===== config.mk =====
export PLATFORM = sky130hd
export DESIGN_NAME = ram_port_arbiter
export DESIGN_NICKNAME = d
export VERILOG_FILES = /design/src/rtl/ram_port_arbiter.sv
export SDC_FILE = /design/constraint.sdc
export NUM_CORES = 1
export LEC_CHECK = 0
export CAP_MARGIN = 5
export CORE_ASPECT_RATIO = 0.5
export CORE_UTILIZATION = 40
export DETAILED_ROUTE_END_ITERATION = 10
export PLACE_DENSITY_LB_ADDON = 0.05
export SYNTH_ARGS = -nofsm -noshare
export SYNTH_HDL_FRONTEND = slang
export SYNTH_SLANG_ARGS = --single-unit
export TNS_END_PERCENT = 50

===== constraint.sdc =====
create_clock -name clk -period 2.4 [get_ports clk]
set_input_delay 0.48 -clock clk [delete_from_list [all_inputs] [get_ports clk]]
set_output_delay 0.48 -clock clk [all_outputs]
set_load 0.01 [all_outputs]

===== src/rtl/ram_port_arbiter.sv =====
// Two-port round-robin arbiter/sequencer in front of a single-port RAM.
// Turns req/gnt/ack transactions into mutually exclusive str/ld strobes and
// returns read data to the port that owns the transaction.
module ram_port_arbiter #(
  parameter int unsigned DATA_WIDTH = 20,
  parameter int unsigned ADDR_WIDTH = 12
) (
  input  logic                  clk,
  input  logic                  rst,
  input  logic                  req0,
  input  logic                  we0,
  input  logic [ADDR_WIDTH-1:0] addr0,
  input  logic [DATA_WIDTH-1:0] wdata0,
  output logic                  gnt0,
  output logic                  ack0,
  output logic [DATA_WIDTH-1:0] rdata0,
  input  logic                  req1,
  input  logic                  we1,
  input  logic [ADDR_WIDTH-1:0] addr1,
  input  logic [DATA_WIDTH-1:0] wdata1,
  output logic                  gnt1,
  output logic                  ack1,
  output logic [DATA_WIDTH-1:0] rdata1,
  output logic [ADDR_WIDTH-1:0] ram_address,
  output logic [DATA_WIDTH-1:0] ram_data_in,
  output logic                  ram_str,
  output logic                  ram_ld,
  input  logic [DATA_WIDTH-1:0] ram_data_out
);

  typedef enum logic [1:0] {StIdle, StIssue, StCapture} state_e;

  state_e                state_q, state_d;
  logic                  last_q, last_d;   // port granted most recently
  logic                  port_q, port_d;   // owner of the transaction in flight
  logic [ADDR_WIDTH-1:0] addr_q, addr_d;
  logic [DATA_WIDTH-1:0] din_q, din_d;
  logic                  str_q, str_d;
  logic                  ld_q, ld_d;
  logic                  gnt0_q, gnt0_d, gnt1_q, gnt1_d;
  logic                  ack0_q, ack0_d, ack1_q, ack1_d;
  logic [DATA_WIDTH-1:0] rdata0_q, rdata0_d, rdata1_q, rdata1_d;

  // Next-state: arbitration in idle, strobe retire in issue, data return in capture
  always_comb begin
    logic sel;
    logic sel_we;
    sel      = 1'b0;
    sel_we   = 1'b0;
    state_d  = state_q;
    last_d   = last_q;
    port_d   = port_q;
    addr_d   = addr_q;
    din_d    = din_q;
    str_d    = str_q;
    ld_d     = ld_q;
    gnt0_d   = 1'b0;
    gnt1_d   = 1'b0;
    ack0_d   = 1'b0;
    ack1_d   = 1'b0;
    rdata0_d = rdata0_q;
    rdata1_d = rdata1_q;
    unique case (state_q)
      StIdle: begin
        if (req0 || req1) begin
          // On a tie the port that did not win last time gets the grant
          sel     = (req0 && req1) ? ~last_q : req1;
          sel_we  = sel ? we1 : we0;
          port_d  = sel;
          last_d  = sel;
          addr_d  = sel ? addr1 : addr0;
          din_d   = sel ? wdata1 : wdata0;
          str_d   = sel_we;
          ld_d    = ~sel_we;
          gnt0_d  = ~sel;
          gnt1_d  = sel;
          state_d = StIssue;
        end
      end
      StIssue: begin
        str_d = 1'b0;
        ld_d  = 1'b0;
        if (str_q) begin
          ack0_d  = ~port_q;
          ack1_d  = port_q;
          state_d = StIdle;
        end else begin
          state_d = StCapture;
        end
      end
      StCapture: begin
        if (port_q) rdata1_d = ram_data_out;
        else        rdata0_d = ram_data_out;
        ack0_d  = ~port_q;
        ack1_d  = port_q;
        state_d = StIdle;
      end
      default: state_d = StIdle;
    endcase
  end

  // State and output registers with synchronous reset
  always_ff @(posedge clk) begin
    if (rst) begin
      state_q  <= StIdle;
      last_q   <= 1'b1;
      port_q   <= 1'b0;
      addr_q   <= '0;
      din_q    <= '0;
      str_q    <= 1'b0;
      ld_q     <= 1'b0;
      gnt0_q   <= 1'b0;
      gnt1_q   <= 1'b0;
      ack0_q   <= 1'b0;
      ack1_q   <= 1'b0;
      rdata0_q <= '0;
      rdata1_q <= '0;
    end else begin
      state_q  <= state_d;
      last_q   <= last_d;
      port_q   <= port_d;
      addr_q   <= addr_d;
      din_q    <= din_d;
      str_q    <= str_d;
      ld_q     <= ld_d;
      gnt0_q   <= gnt0_d;
      gnt1_q   <= gnt1_d;
      ack0_q   <= ack0_d;
      ack1_q   <= ack1_d;
      rdata0_q <= rdata0_d;
      rdata1_q <= rdata1_d;
    end
  end

  assign gnt0        = gnt0_q;
  assign gnt1        = gnt1_q;
  assign ack0        = ack0_q;
  assign ack1        = ack1_q;
  assign rdata0      = rdata0_q;
  assign rdata1      = rdata1_q;
  assign ram_address = addr_q;
  assign ram_data_in = din_q;
  assign ram_str     = str_q;
  assign ram_ld      = ld_q;

endmodule


==> results.json <==
{
  "dp_hpwl_um": 6340,
  "swShare": 0.259,
  "synthMuxAreaShare": 0.00310,
  "die-width_um": 129,
  "grt_max_degree": 41,
  "cts_setup_buffers": 0,
  "crit_chain": "clkdlybuf4s50_1 > a21boi_4 > buf_4 > nand2_1 > a32oi_1",
  "clk_pin_slew_ps": 60,
  "synth-main-ff-cell": "dfxtp_1",
  "layout.nets": 651,
  "grt_pass1_wl_um": 15000,
  "crit_buf_inv": 2,
  "synth-adder-area-share": 0.0116,
  "path_delay_family": "buffers and inverters",
  "synthDistinctLibCells": 33,
  "crit_fanout": 22,
  "worstSetupPathType": "in -> reg",
  "hold_viol": 0,
  "numCtsBuffers": 9,
  "cp-endpoint": "ram_address[2]",
  "max_freq_mhz": 573,
  "timing.rr.start": "state_q[0]",
  "hold_buffers": 0,
  "yosys_warnings": 0,
  "rsz0062_at_grt": "no",
  "post_dp_cell_area_um2": 4950,
  "synth-compound-area-share": 0.192,
  "clock-sinks": 82,
  "hold_path_class": "reg -> reg",
  "ir_worst_vdd_v": 0.000500,
  "cts-htree-levels": 3,
  "pwr-share-seq": 0.416,
  "drv_cap": 0,
  "cts-root-buf": "clkbuf_16",
  "critPathLaunchType": "input pin",
  "switchingPower_mw": 0.961,
  "power.density_nw_per_um2": 704,
  "final_layout_size_suffix_gt1_frac": 0.0533,
  "fp.dieH_um": 65.6,
  "skew_ps": 5.50,
  "synth_top_family_by_area": "simple AND/OR/NAND/NOR gates",
  "post_drt_wl_per_cell_um": 13.8,
  "gr-total-overflow": 0,
  "drt_first_pass_iters": 4,
  "synth_cells": 401,
  "fin_crit_ps": 1740,
  "area_growth_pct": 62.8,
  "required_ps": 2650,
  "synth-xor-area-share": 0,
  "die_area_um2": 8470,
  "avgSynthCellArea_um2": 8.06,
  "fin_crit_sh": 0.727,
  "crit_path_start": "req1",
  "wl_um": 9250,
  "cts_resized": 0,
  "r2r_end": "rdata0[12]",
  "setup_viol_count_final": 0,
  "syn_nets": 494,
  "via_per_inst": 4.91,
  "ys_ff_latch": 82,
  "tns_ps": 0,
  "crit_path_end_kind": "flip-flop",
  "critPathSlowestCell": "clkdlybuf4s50_1",
  "portBuffers": 167,
  "fin_area_um2": 5270,
  "intPower_mw": 2.75,
  "insertedDiodeCount": 0,
  "r2r_setup_slack_ps": 700,
  "io_pins": 168,
  "core_um2": 7570,
  "grt_pass1_vias": 3199,
  "multi_input_area_um2": 1410,
  "grt_antenna_before_repair": 0,
  "combinationalPowerShare": 0.203,
  "p_leak_nw": 1.93,
  "cp.depth": 5,
  "async_flop_share": 0,
  "maxSlewViolCount": 0,
  "worst_pin_slew_ps": 780,
  "gp_congestion": 0.767,
  "core.rowCount": 22,
  "grt_usage": 0.228,
  "clk_path_buf_depth": 2,
  "p_clk_frac": 0.382,
  "critPathArrivalTime_ps": 2000,
  "clk_latency_ps": 330,
  "fillers": 631,
  "yosys.area_share.simple": 0.229,
  "max_slew_margin": 0.480,
  "synth.cell_area_um2": 3230,
  "dr_total_vias": 3295,
  "ys_seq_area_frac": 0.508,
  "cts_tree": "built",
  "start_util": 0.427,
  "outcome": "completed",
  "max_stage_delay_ps": 670,
  "synth-edff-count": 0,
  "seq_area_um2": 1640,
  "rr_worst_depth": 6,
  "ant_nets": 0,
  "drc": 0,
  "drt_iter0_markers": 182
}
## cells in the mapped netlist (all sizes together), types with 2 or more instances
cell,count,area share
a31oi,8,0.015
a21oi,43,0.067
nand2,171,0.20
buf,20,0.041
dfxtp,82,0.51
nand2b,2,0.0039
nor2,6,0.0070
inv,2,0.0023
o21ai,11,0.017
clkbuf,11,0.013
a32oi,24,0.065
ha,3,0.012
## logic make-up after synthesis
| logic type | count (synthesis) |
|---|---|
| and+or+nand+nor | 187 |
| AOI/OAI and AO/OA | 94 |
| DFF | 82 |
| buffers and inverters | 34 |
| adders and majority gates | 3 |
| muxes | 1 |
## routing by layer
layer / part of all wire / routed length [um] / global-route usage
met3: 0.091 / 840 / 0.0896
met1: 0.45 / 4150 / 0.275
met2: 0.45 / 4150 / 0.371
met5: 0 / 0 / 0
met4: 0.012 / 115 / 0.0794
## how the worst min path moves through the flow
stage	from	end	slack [ps]	cells past startpoint
final	ram_data_in[17]	ram_data_in[17]	440	2
after global routing	ram_data_in[14]	ram_data_in[14]	460	2
after CTS	ram_data_in[14]	ram_data_in[14]	450	2
after floorplan	state_q[1]	state_q[1]	450	2
after global placement	ram_data_in[0]	ram_data_in[0]	430	2
after detailed placement	ram_data_in[17]	ram_data_in[17]	440	2
## placed cells by master (no fill, tap or decap), types with 2 or more instances in the layout
| cell | n |
|---|---|
| nand2_1 | 171 |
| clkdlybuf4s50_1 | 167 |
| dfxtp_1 | 82 |
| a21oi_1 | 43 |
| a32oi_1 | 24 |
| o21ai_0 | 11 |
| clkbuf_16 | 9 |
| buf_4 | 9 |
| a31oi_1 | 8 |
| nor2_1 | 6 |
| ha_1 | 3 |
| inv_6 | 3 |
| inv_1 | 2 |
| nand2b_1 | 2 |
| clkinvlp_4 | 2 |
## worst register-to-register path, delay by kind of cell (launching register included)
kind	cells	cell delay [ps]
simple gates	2	570
flops	1	330
compound gates	1	130
buf+inv	2	370
fa+ha+maj	1	220
## state kept, by name, summed over array words and instances (netlist names)
register	flops
ram_data_in	20
rdata0	20
rdata1	20
ram_address	12
state_q	2
ack0	1
ack1	1
gnt0	1
gnt1	1
last_q	1
port_q	1
ram_ld	1
ram_str	1
## cell type report
cell class	instances	area share
Timing Repair Buffer	177	0.334
Clock inverter	6	0.0135
Multi-Input combinational cell	285	0.267
Tap cell	108	0.0257
Clock buffer	10	0.0454
Inverter	3	0.00214
Sequential cell	82	0.312
## through the flow
stage	total power [mW]	cells	utilization	setup slack, ps	hold slack [ps]
finish	3.71	671	0.696	655	441
global route	3.88	671	0.696	468	464
CTS	3.74	671	0.696	638	445
detailed placement	2.32	655	0.655	315	437
global placement	2.32	655	0.655	387	432
floorplan	1.89	401	-	997	449
## power by group through the flow
stage,logic (mW),clock network [mW],registers [mW]
floorplan,0.269,0,1.62
global placement,0.751,0,1.57
detailed placement,0.754,0,1.57
CTS,0.759,1.44,1.54
global route,0.817,1.50,1.56
finish,0.752,1.41,1.54
Power figures use the tool's default switching activity.
==> variant 1, RTL diff (config.mk and constraints unchanged) <==
Set the parameter `DATA_WIDTH` to 16 (it was 20).
--- a/src/rtl/ram_port_arbiter.sv
+++ b/src/rtl/ram_port_arbiter.sv
@@ -2,7 +2,7 @@
 // Turns req/gnt/ack transactions into mutually exclusive str/ld strobes and
 // returns read data to the port that owns the transaction.
 module ram_port_arbiter #(
-  parameter int unsigned DATA_WIDTH = 20,
+  parameter int unsigned DATA_WIDTH = 16,
   parameter int unsigned ADDR_WIDTH = 12
 ) (
   input  logic                  clk,
Ports: changed (6 resized); port bits go from 168 to 144. The function was not compared with the original's and may differ.
==> variant 1 against the unedited design <==
  * Sequential cell count shrank 12
  * Wire length shrank 21%
  * Via count is 19% lower
  * Core utilization fell by 1.6 points
  * Global-route usage shrank 2.6 points
  * Total power shrank 11%
  * Synthesized area down 13%
  * Design area fell by 13%
  * Setup slack better by 0.012 ns
  * First-iteration DRC count shrank 33%
  * Critical endpoint is now ram_str
  * Largest cell class unchanged
==> variant 1: results (changes against the unedited design) <==
| Metric | Value |
|---|---|
| Status | `finished, final reports clean` |
| Combinational cell fraction of total power | `19.6% (-0.7 points)` |
| Minimum setup slack after placement | `0.3130 ns (-0.001639 ns)` |
| Worst stage delay on the critical path | `0.55 ns (-0.12 ns)` |
| Power spent charging and discharging nets | `0.0007913 W (-18%)` |
| Leakage power figure | `1.663 nW (-14%)` |
| Drt initial violations | `122 (-33%)` |
| Worst Clk Skew | `0.003216 ns (-0.002280 ns)` |
| Sequential cell area fraction in the yosys report | `50.09% (-0.68 points)` |
| Pin count of the biggest net entering global routing | `57 (+39%)` |
| Count of distinct cell types in the synthesized netlist | `32 (-3.0%)` |
| GRT Total Usage | `20.23% (-2.6 points)` |
| Sequential share of power | `39.6% (-2.0 points)` |
| Worst supply voltage drop on vdd | `343.5 uV (-31%)` |
| Adder and majority gate portion of the synthesized area | `1.342% (+0.18 points)` |
| Met3 routed WL | `802 um (-4.5%)` |
| Total nets after synthesis | `394 (-20%)` |
| Post-detailed-route wirelength per cell | `13.40 um (-2.9%)` |
| Crit path DAT | `1.25 ns (-0.75 ns)` |
| Power drawn by the sequential cells | `0.00131 W (-15%)` |
| Via count of the first global-routing pass | `2498 (-22%)` |
| Total half-perimeter wirelength after legalization and detailed placement | `5.353 mm (-16%)` |
| Global-route wire length before repair | `11.19 mm (-25%)` |
| Final cell count without fillers | `544 (-19%)` |
| Met2 routed WL | `3.579 mm (-14%)` |
| Syn Area/Cell | `8.938 um2 (+11%)` |
-- variant 1: changes by cell type in the layout (fill, tap and decap cells not counted), moves of 2 or more --
cell             change
a32oi_1             -24
nand2_1            -106
a211oi_1            +28
clkbuf_8             +2
mux2i_1             +28
o21ai_0             -10
dfxtp_1             -12
inv_6                -3
clkdlybuf4s50_1     -25
a31oi_1              -7
a21oi_1              -6
nor2_1              +25
buf_4                -4
inv_1                +2
-- variant 1: area by class of cell --
class / instances / area, um2
well taps: 92 / 115.1
multi-input cells: 214 / 1244
clock buffers: 12 / 266.5
flip-flops and latches: 70 / 1401
clock inverters: 3 / 42.54
inverters: 4 / 15.01
repair buffers: 149 / 1484
fillers: 527 / 2158
-- variant 1: path summary, 6_finish.rpt --
kind	slack, ns	depth (start not counted)	to	from
max	0.67	1	ram_str	ram_str
min	0.45	2	rdata0[2]	rdata0[2]
max reg2reg	0.73	6	ram_data_in[9]	state_q[0]
min reg2reg	0.45	2	rdata0[2]	rdata0[2]
==> variant 2, RTL diff (same flow settings) <==
Made on the original files. Re-encode `state_e` (3 states) as one-hot, 3 bits wide.
--- a/src/rtl/ram_port_arbiter.sv
+++ b/src/rtl/ram_port_arbiter.sv
@@ -28,7 +28,7 @@
   input  logic [DATA_WIDTH-1:0] ram_data_out
 );
 
-  typedef enum logic [1:0] {StIdle, StIssue, StCapture} state_e;
+  typedef enum logic [2:0] {StIdle = 3'b001, StIssue = 3'b010, StCapture = 3'b100} state_e;
 
   state_e                state_q, state_d;
   logic                  last_q, last_d;   // port granted most recently
Function: no difference found for any inputs over 4 cycles, from zero or initial values and one cycle with rst high; so few cycles prove little.
==> variant 2 against the unedited design <==
  * Total power increased by 0.75%
  * Critical path depth decreased by 4
  * Setup slack got worse by 0.035 ns
  * Register-to-register slack about the same
  * Design area increased by 3.5%
  * Core utilization decreased by 2.6 points
  * Via count increased by 6.0%
  * Wire length increased by 8.0%
  * Die area increased by 5.5%
  * Synthesized area increased by 5.6%
  * Sequential cell count increased by 1
  * Clock skew increased by 0.0013 ns
  * Hold slack improved by 0.012 ns
  * Critical endpoint is now ram_str
  * Largest cell class unchanged
  * Largest power group unchanged
==> variant 2: results (changes against the unedited design) <==
| Metric | Value |
|---|---|
| Headroom to the max-slew limit | `68.49% (+20 points)` |
| GRT Total Usage | `23.02% (+0.23 points)` |
| Via count of the first global-routing pass | `3243 (+1.4%)` |
| Count of distinct cell types in the synthesized netlist | `36 (+9.1%)` |
| Drt initial violations | `169 (-7.1%)` |
| Gpl congestion | `0.7749 (+1.0%)` |
| Layout fillers | `755 (+20%)` |
| Total nets after synthesis | `499 (+1.0%)` |
| Biggest area contributors in the synthesized netlist | `dfxtp_1 (49%), nand2_1 (16%), a311oi_1 (8.2%)` |
| Total inserted antenna cells | `0 (unchanged)` |
| CP Max Fanout | `5 (-77%)` |
| Share of the synthesized netlist area taken by xor and xnor gates | `0% (unchanged)` |
| Power spent charging and discharging nets | `0.0009321 W (-3.0%)` |
| Number of warnings issued by yosys | `0 (unchanged)` |
| Met1 track demand over resource in global routing | `27.25% (-0.20 points)` |
| Share of post-route cells with drive strength above 1 | `6.940% (+1.6 points)` |
| Crit path DAT | `1.30 ns (-0.70 ns)` |
| Post-route total power | `0.003736 W (+0.75%)` |
| Share of cell area taken by muxes after synthesis | `0.6229% (+0.31 points)` |
| Most frequent cells after synthesis | `nand2_1 (144), dfxtp_1 (83), a21oi_1 (42)` |
| Status | `finished, final reports clean` |
| Maximum clock insertion buffer count | `2 (unchanged)` |
| GR Util met3 | `10.44% (+1.5 points)` |
| Sequential cell area fraction in the yosys report | `48.66% (-2.1 points)` |
| Worst stage delay on the critical path | `0.56 ns (-0.11 ns)` |
| Mean number of vias per cell | `5.181 (+5.5%)` |
| Worst Min Path Start | `rdata0[12]` |
| Worst flop-to-flop path startpoint | `state_q[0]` |
| Worst supply voltage drop on vdd | `436.4 uV (-13%)` |
| Worst Clk Skew | `0.006752 ns (+0.001256 ns)` |
| Global-route track usage on met2 | `38.88% (+1.8 points)` |
| Leakage power figure | `1.901 nW (-1.6%)` |
| Adder and majority gate portion of the synthesized area | `0% (-1.2 points)` |
| Worst setup path startpoint | `ram_str` |
| Post-synthesis compound-gate area fraction | `22.76% (+3.6 points)` |
| Global-route wire length before repair | `15.85 mm (+6.0%)` |
| CTS Root Cell | `clkbuf_16` |
| Post-detailed-route wirelength per cell | `14.82 um (+7.5%)` |
| Nets | `647 (-0.61%)` |
| Minimum setup slack after placement | `0.4452 ns (+0.1306 ns)` |
| Total half-perimeter wirelength after legalization and detailed placement | `6.555 mm (+3.4%)` |
variant 2: changes by cell type after synthesis, sizes merged, moves of 3 or more:
cell and delta:
nand2 -27, ha -3, a31oi +24, a311oi +32
a32oi -24, buf +12, nor3 +3, nor2 -4
o21ai -10
variant 2: kinds of logic after synthesis:
kind of cell | after synthesis
DFF | 83
AOI/OAI and AO/OA | 115
muxes | 2
buffers and inverters | 45
and+or+nand+nor | 164
variant 2: tightest hold or removal path, stage by stage, from the launching register on:
cell,delay [ns]
dfxtp_1,0.31
nand2_1,0.05
a21oi_1,0.05
variant 2: path summary, 6_finish.rpt:
| kind | endpoint | slack (ns) | cells past startpoint |
|---|---|---|---|
| max reg2reg | ram_ld | 0.70 | 4 |
| min | rdata0[12] | 0.45 | 2 |
| min reg2reg | rdata0[12] | 0.45 | 2 |
| max | ram_str | 0.62 | 1 |
variant 2: per-layer routing:
metal  vias up  routed length, um
met5         -                  0
met4         0                 33
met3         2               1034
met2       137               4653
met1      1615               4271
li1       1738                  -
variant 2: area by class of cell:
cell class	count	share of cell area (%)
multi-input combinational	281	27.80
timing repair buffer	178	33.01
clock buffer	10	4.201
inverter	4	0.2755
sequential	83	30.49
tap	112	2.571
clock inverter	6	1.653
variant 2: power by group through the flow:
stage | sequential, W | clock [W] | combinational [W]
3_5_place_dp | 0.00157 | 0 | 0.000745
3_3_place_gp | 0.00157 | 0 | 0.000743
4_1_cts | 0.00154 | 0.00148 | 0.000752
6_report | 0.00154 | 0.00145 | 0.000743
2_1_floorplan | 0.00159 | 0 | 0.000326
5_1_grt | 0.00155 | 0.00155 | 0.000805
variant 2: stage by stage:
stage	cell area [um2]	utilization (%)	cells
after floorplan	3415	-	409
after global placement	5131	63.01	658
after detailed placement	5131	63.01	658
after CTS	5450	66.92	674
after global routing	5450	66.92	674
final	5450	66.92	674
